`src/rtl/din_debouncer.sv`:
```
// ----------------------------------------------------------------------------
// din_debouncer
//
// Conditions a raw, asynchronous, possibly bouncing input pin for use in the
// clk domain. The pin is first passed through a SYNC_STAGES-deep flop chain.
// A change of the synchronized level is accepted onto dout only after it has
// held for STABLE_CYCLES consecutive enabled cycles. A candidate change that
// collapses before then is dropped and reported with a one-cycle glitch pulse.
// Downstream edge detection therefore sees exactly one edge per accepted
// transition and none for bounces.
//
// Parameters
//   SYNC_STAGES    synchronizer depth (>= 2)
//   STABLE_CYCLES  enabled cycles a new level must hold before acceptance (>= 1)
//
// Ports
//   clk     in   single clock, rising edge
//   rst     in   synchronous reset, active low
//   din     in   raw asynchronous input
//   en      in   sample enable; low freezes the filter (synchronizer still runs)
//   dout    out  debounced level, registered
//   busy    out  high while a candidate change is being qualified
//   glitch  out  one-cycle pulse when a candidate change is rejected
// ----------------------------------------------------------------------------
module din_debouncer #(
    parameter int SYNC_STAGES   = 2,
    parameter int STABLE_CYCLES = 4
) (
    input  logic clk,
    input  logic rst,
    input  logic din,
    input  logic en,
    output logic dout,
    output logic busy,
    output logic glitch
);

    // Counter width follows from STABLE_CYCLES; it is not meant to be set.
    localparam int CNT_W = $clog2(STABLE_CYCLES + 1);
    // Count value (one bit wider than the counter) at which a change is accepted.
    localparam logic [CNT_W:0] ACCEPT_AT = (CNT_W + 1)'(STABLE_CYCLES);

    logic [SYNC_STAGES-1:0] sync_q;
    logic                   s_out;

    logic [CNT_W-1:0]       cnt_q;
    logic [CNT_W-1:0]       cnt_d;
    logic [CNT_W:0]         cnt_inc;
    logic                   dout_q;
    logic                   dout_d;
    logic                   glitch_q;
    logic                   glitch_d;

    // Synchronizer: always shifting, independent of en, so the filter sees a
    // current level the moment it is re-enabled.
    // NOTE: every flop here, including the synchronizer chain, is reset so
    // that busy and glitch cannot fire from stale history after reset.
    always_ff @(posedge clk) begin
        if (!rst) begin
            // NOTE: sequential state uses non-blocking assignments so all
            // flops update together from values sampled at the same edge.
            sync_q <= '0;
        end else begin
            sync_q <= {sync_q[SYNC_STAGES-2:0], din};
        end
    end

    assign s_out   = sync_q[SYNC_STAGES-1];
    // Widened by one bit so the comparison against STABLE_CYCLES cannot wrap.
    assign cnt_inc = {1'b0, cnt_q} + 1'b1;

    // Filter next-state. cnt == 0 means the level is stable; any non-zero
    // count means a candidate change is being qualified.
    always_comb begin
        // NOTE: defaults first, so every path assigns every output and no
        // latch can be inferred.
        cnt_d    = cnt_q;
        dout_d   = dout_q;
        glitch_d = 1'b0;

        if (en) begin
            if (s_out == dout_q) begin
                // Level went back before qualifying: drop the candidate.
                if (cnt_q != '0) begin
                    cnt_d    = '0;
                    glitch_d = 1'b1;
                end
            end else if (cnt_inc == ACCEPT_AT) begin
                dout_d = s_out;
                cnt_d  = '0;
            end else begin
                cnt_d = cnt_inc[CNT_W-1:0];
            end
        end
    end

    always_ff @(posedge clk) begin
        if (!rst) begin
            cnt_q    <= '0;
            dout_q   <= 1'b0;
            glitch_q <= 1'b0;
        end else begin
            cnt_q    <= cnt_d;
            dout_q   <= dout_d;
            glitch_q <= glitch_d;
        end
    end

    assign dout   = dout_q;
    assign glitch = glitch_q;
    assign busy   = (cnt_q != '0);

endmodule
```
`config.mk`:
```
export PLATFORM = sky130hd
export DESIGN_NAME = din_debouncer
export DESIGN_NICKNAME = d
export VERILOG_FILES = /design/src/rtl/din_debouncer.sv
export SDC_FILE = /design/constraint.sdc
export NUM_CORES = 1
export LEC_CHECK = 0
export CAP_MARGIN = 30
export CORE_AREA = 2 2 39 41
export CTS_BUF_LIST = sky130_fd_sc_hd__clkbuf_4
export CTS_CLUSTER_DIAMETER = 80
export DETAILED_ROUTE_END_ITERATION = 8
export DIE_AREA = 0 0 41 43
export PLACE_DENSITY = 0.56
export SKIP_LAST_GASP = 1
export SLEW_MARGIN = 40
export SYNTH_ARGS = -nofsm -noshare
export SYNTH_HDL_FRONTEND = slang
export SYNTH_SLANG_ARGS = --single-unit
export TNS_END_PERCENT = 30
```
`constraint.sdc`:
```
create_clock -name clk -period 2.4 [get_ports clk]
set_clock_uncertainty 0.2 [all_clocks]
set_input_delay 0.24 -clock clk [delete_from_list [all_inputs] [get_ports clk]]
set_output_delay 0.24 -clock clk [all_outputs]
set_load 0.01 [all_outputs]
```
* Yosys cells after proc, flatten, opt, wreduce, memory -nomap -nowiden
Index checks and enable logic that the tools add are counted.
** Storage, ports and cells
- Bits in registers :: 7
- Bits in latches :: 0
- RAM bits :: 0
- ROM bits :: 0
- Bits of input ports :: 4
- Output and inout bits :: 3
- Memories :: 0
** Operators by class
- $add $sub $neg :: 1
- Multipliers :: 0
- Div/mod/pow operators :: 0
- Order comparisons :: 0
- Equality and inequality tests :: 3
- Shift-type cells :: 0
- Muxes and demuxes :: 4
- Bitwise logic cells :: 1
- Reduce and logical (&&, ||, !) cells :: 4
** Operators with widths (count)
- 2-to-1 mux 3 bit :: 3
- AND reduction 3 bit :: 2
- adder 3 x 1 -> 4 bit, second input constant :: 1
- == test 4 x 3 -> 1 bit, second input constant :: 1
- nonzero test 3 bit :: 1
- inequality test 2 bit, second input constant :: 1
- AND reduction 2 bit :: 1
- == test 1 bit :: 1
- 2-to-1 mux 1 bit :: 1
- NOT 1 bit :: 1

* Longest topological paths before layout
- Word-level depth :: 4
- Depth in mapped cells :: 5
- Depth with buffers taken out :: 5

* Worst setup path before layout
No wires, ideal clock.
- Path kind :: reg2reg
- Start point :: register cnt_q[0]
- End point :: register cnt_q[1]
- Setup time :: 0.117 ns
- Data arrival time :: 1.133 ns
- Data required time :: 2.083 ns
- Path slack :: 0.950 ns
- Cell stages (with the launch flop) :: 6
- Path buffers :: 0
- Cell sequence :: dfxtp_1 -> inv_1 -> ha_1 -> nand2b_1 -> o21ai_1 -> a32o_1
** On the way
- Elaborated cells between the ends (all ways) :: 7
- Classes of those cells :: 1 x add/sub; 2 x eq/ne; 2 x mux; 2 x reduce/logical
** RTL lines
- start, declared :: RTL line 46 : logic [CNT_W-1:0] cnt_q;
- start signal, assigned :: RTL line 103 : cnt_q <= cnt_d;
- nonzero test 3 bit
- via busy :: RTL line 34 : output logic busy,
- inequality test 2 bit (no line)
- AND reduction 2 bit (no line)
The timed path passes the listed nets, and every way through them passes these cells.
A chain may end at the register's enable or synchronous reset.

* Final worst setup path
- Start point :: register cnt_q[0]
- End point :: output busy
** On the way
- Word-level cells in the longest chain between the ends :: 1
** Ends and longest elaborated chain
- nonzero test 3 bit :: RTL line 111 : assign busy = (cnt_q != '0);
- end, declared :: RTL line 34
No other way between the ends.

==> summary.md <==
| Metric | Value |
|---|---|
| Status | `finished, final reports clean` |
| IO Port Bufs | `6` |
| First-pass GRT wire length | `1.17 mm` |
| Largest net degree at the start of global routing | `9` |
| Worst Path Required | `1.96 ns` |
| Worst min path class | `register to register` |
| Hold Startpoint | `sync_q[0]` |
| Hold Crit Endpoint | `sync_q[1]` |
| Vias per cell | `between 4 and 5` |
| Fin crit share | `85.5%` |
| Gr ovfl total | `0` |
| Synth top area share | `36.6%` |
| Fin. Hold Viols | `0` |
| #FFs+latches synth | `7` |
| Reg2Reg Depth | `5` |
| Layout cells sized above 1 | `11.8%` |
| Top post-synthesis cells by area | `dfxtp_1 37%, ha_1 9.8%, a32o_1 5.2%, and2_1 4.9%, inv_1 4.9%` |
| Die ar. | `1760 um2` |
| Startpoint type of the worst setup path | `register` |
| Commonest non-fill, non-tap cell in the layout | `dfxtp_1` |
| Hold depth | `1` |
| Actual slew at the worst max-slew pin | `0.282 ns` |
| Mapped Cells | `just over 40` |
| H-Tree Depth | `1` |
| Filler cell count | `145` |
| Switching portion of total power | `between 20% and 30%` |
| Mapped Area | `383 um2` |
| Bufs and invs on worst path | `2` |
| Crit Reg-Reg Endpoint | `cnt_q[0]` |
| Switching pwr | `roughly 0.070 mW` |
| Combinational fraction of design power | `14.0%` |
| Commonest non-fill, non-tap cells in the layout | `7 x dfxtp_1, 6 x clkdlybuf4s50_1, 5 x inv_1` |
| IO Count | `7` |
| Antenna viol nets, final | `0` |
| Slowest stage delay, CP | `around 0.54 ns` |
| GPL Wtd Cong | `0.767` |
| Clk pin slew, worst setup/hold paths | `around 0.05 ns` |
| Cell-internal power | `around 0.22 mW` |
| # Post-CTS Setup Buffers | `0` |
| Dpl hpwl | `between 500 and 600 um` |
| Seq/Total Area, Yosys | `~37%` |
| CP top delay family | `buffers and inverters` |
| RR Startpoint | `cnt_q[0]` |
| Unrepaired setup endpoints after global routing | `false` |
| Setup violators final | `0` |
| CP Max Fanout | `7` |
| Leak | `approximately 0.20 nW` |
| Clock power frac | `around two fifths` |
| Hold-fix buffers, CTS | `0` |
| Die width | `around 40 um` |
| Worst setup path class | `register to output port` |
| Syn Nets | `48` |
| WL final | `roughly 740 um` |
| Nets | `59` |
| CP arrival | `1.61 ns` |
| Max Buffers Root-to-Sink | `2` |
| N_diodes | `0` |
| Worst VDD drop | `0.000188 V` |
| CTS tree | `built` |
| Fin Hold WS | `about 0.23 ns` |
| DR pass1 iterations | `4` |
| Slew HR | `81.1%` |
| Flop pwr share | `44.3%` |
| WL per Instance | `11.0 um` |
| Worst Setup End Kind | `output port` |
| Syn. warnings | `0` |
| Row cnt | `14` |
| Leading area contributor after synthesis | `dfxtp_1` |
| Remaining design rule violation count | `0` |
| Seq. cell area | `140 um2` |
| Final min period | `2.05 ns` |
| Vias in the first global route | `slightly below 300` |
| Avg Inst Size Synth | `9.34 um2` |
| Footprint of the multi-input gates | `between 200 and 250 um2` |
| Synth-to-layout area growth | `28.8%` |
| Initial DRC Count | `3` |
| Fmax | `487 MHz` |
| Worst path slowest cell | `clkdlybuf4s50_1` |
| Distinct cells, synth | `21` |
| Max Cap Viol | `0` |
| Worst-Skew Late Latency | `0.25 ns` |
| Total GRT Usage | `between 10 and 15%` |
| Clock buffer count from CTS | `3` |
| Power density cells | `585 nW/um2` |
| Initial antenna violation count | `0` |
| R2R Setup Slk | `0.89 ns` |
| Initial core utilization | `27.7%` |
| Final setup TNS | `0 ns` |
| Clock root buffer | `clkbuf_4` |
| Slew Limit Fails | `0` |
| Vias | `330` |
| Core Box Area | `approximately 1400 um2` |
| Vert. Die Dim | `43 um` |
| # clock sinks | `7` |
| Crit path cell chain | `inv_1 -> ha_1 -> nand2b_1 -> clkdlybuf4s50_1` |
| Post-CTS Resized | `0` |
-- cells by family (layout without fill, tap and decap cells) --
family	after synthesis	after routing	synth area share [%]
buffers and inverters	5	15	4.90
xor gates and xnor gates	2	2	6.54
adders and majority gates	3	3	9.80
DFF	7	7	36.6
and+or+nand+nor	15	15	22.6
AOI/OAI and AO/OA	9	9	19.6
-- power by group through the flow --
stage / Combinational, mW / Clock, mW / Sequential, mW
2_1_floorplan: 0.0201 / 0 / 0.130
3_3_place_gp: 0.0410 / 0 / 0.130
3_5_place_dp: 0.0413 / 0 / 0.130
4_1_cts: 0.0414 / 0.124 / 0.128
5_1_grt: 0.0452 / 0.134 / 0.129
6_report: 0.0405 / 0.120 / 0.128
-- metal layers --
layer	vias to the layer above	GRT usage, %	wire length (um)
met5	-	0	0
met4	0	8.00	14
met3	2	3.14	12
met2	9	13.4	355
met1	153	13.2	352
li1	166	-	-
-- area by class of cell --
class	count	area share [%]
Sequential cell	7	28.4
Multi-Input combinational cell	29	45.4
Timing Repair Buffer	6	12.2
Inverter	5	3.81
Clock buffer	4	6.09
Tap cell	16	4.06
-- registers in the layout, summed over array words and instances (netlist names) --
name / flops
cnt_q: 3
dout: 1
glitch: 1
sync_q: 2
-- cell usage after synthesis --
library cell / number
nand4b_1: 1
inv_1: 5
nand3_1: 2
a31oi_1: 2
a31o_1: 1
nand2_1: 3
nor2_1: 1
xor2_1: 1
dfxtp_1: 7
and2_1: 3
nor2b_1: 1
xor2_2: 1
and3_1: 2
nand2b_1: 1
a32o_1: 2
and4_1: 1
o211ai_1: 1
o21ai_1: 1
a2bb2oi_1: 1
ha_1: 3
a211oi_2: 1
-- worst max-delay path by stage --
stage / cells past startpoint / startpoint / to
floorplan: 5 / cnt_q[0] / cnt_q[1]
global placement: 4 / cnt_q[0] / busy
finish: 4 / cnt_q[0] / busy
CTS: 4 / cnt_q[0] / busy
detailed placement: 4 / cnt_q[0] / busy
global route: 4 / cnt_q[0] / busy
-- stage by stage --
stage	std cells	utilization [%]	area, um2	setup WS (ns)	total power, mW
6_report	67	35.6	493	0.348	0.288
3_5_place_dp	63	33.5	463	0.615	0.172
5_1_grt	67	35.6	493	0.252	0.308
4_1_cts	67	35.6	493	0.346	0.293
2_1_floorplan	41	-	383	0.950	0.150
3_3_place_gp	63	33.5	463	0.649	0.171
Note: power is estimated with default switching activity, not from simulation.
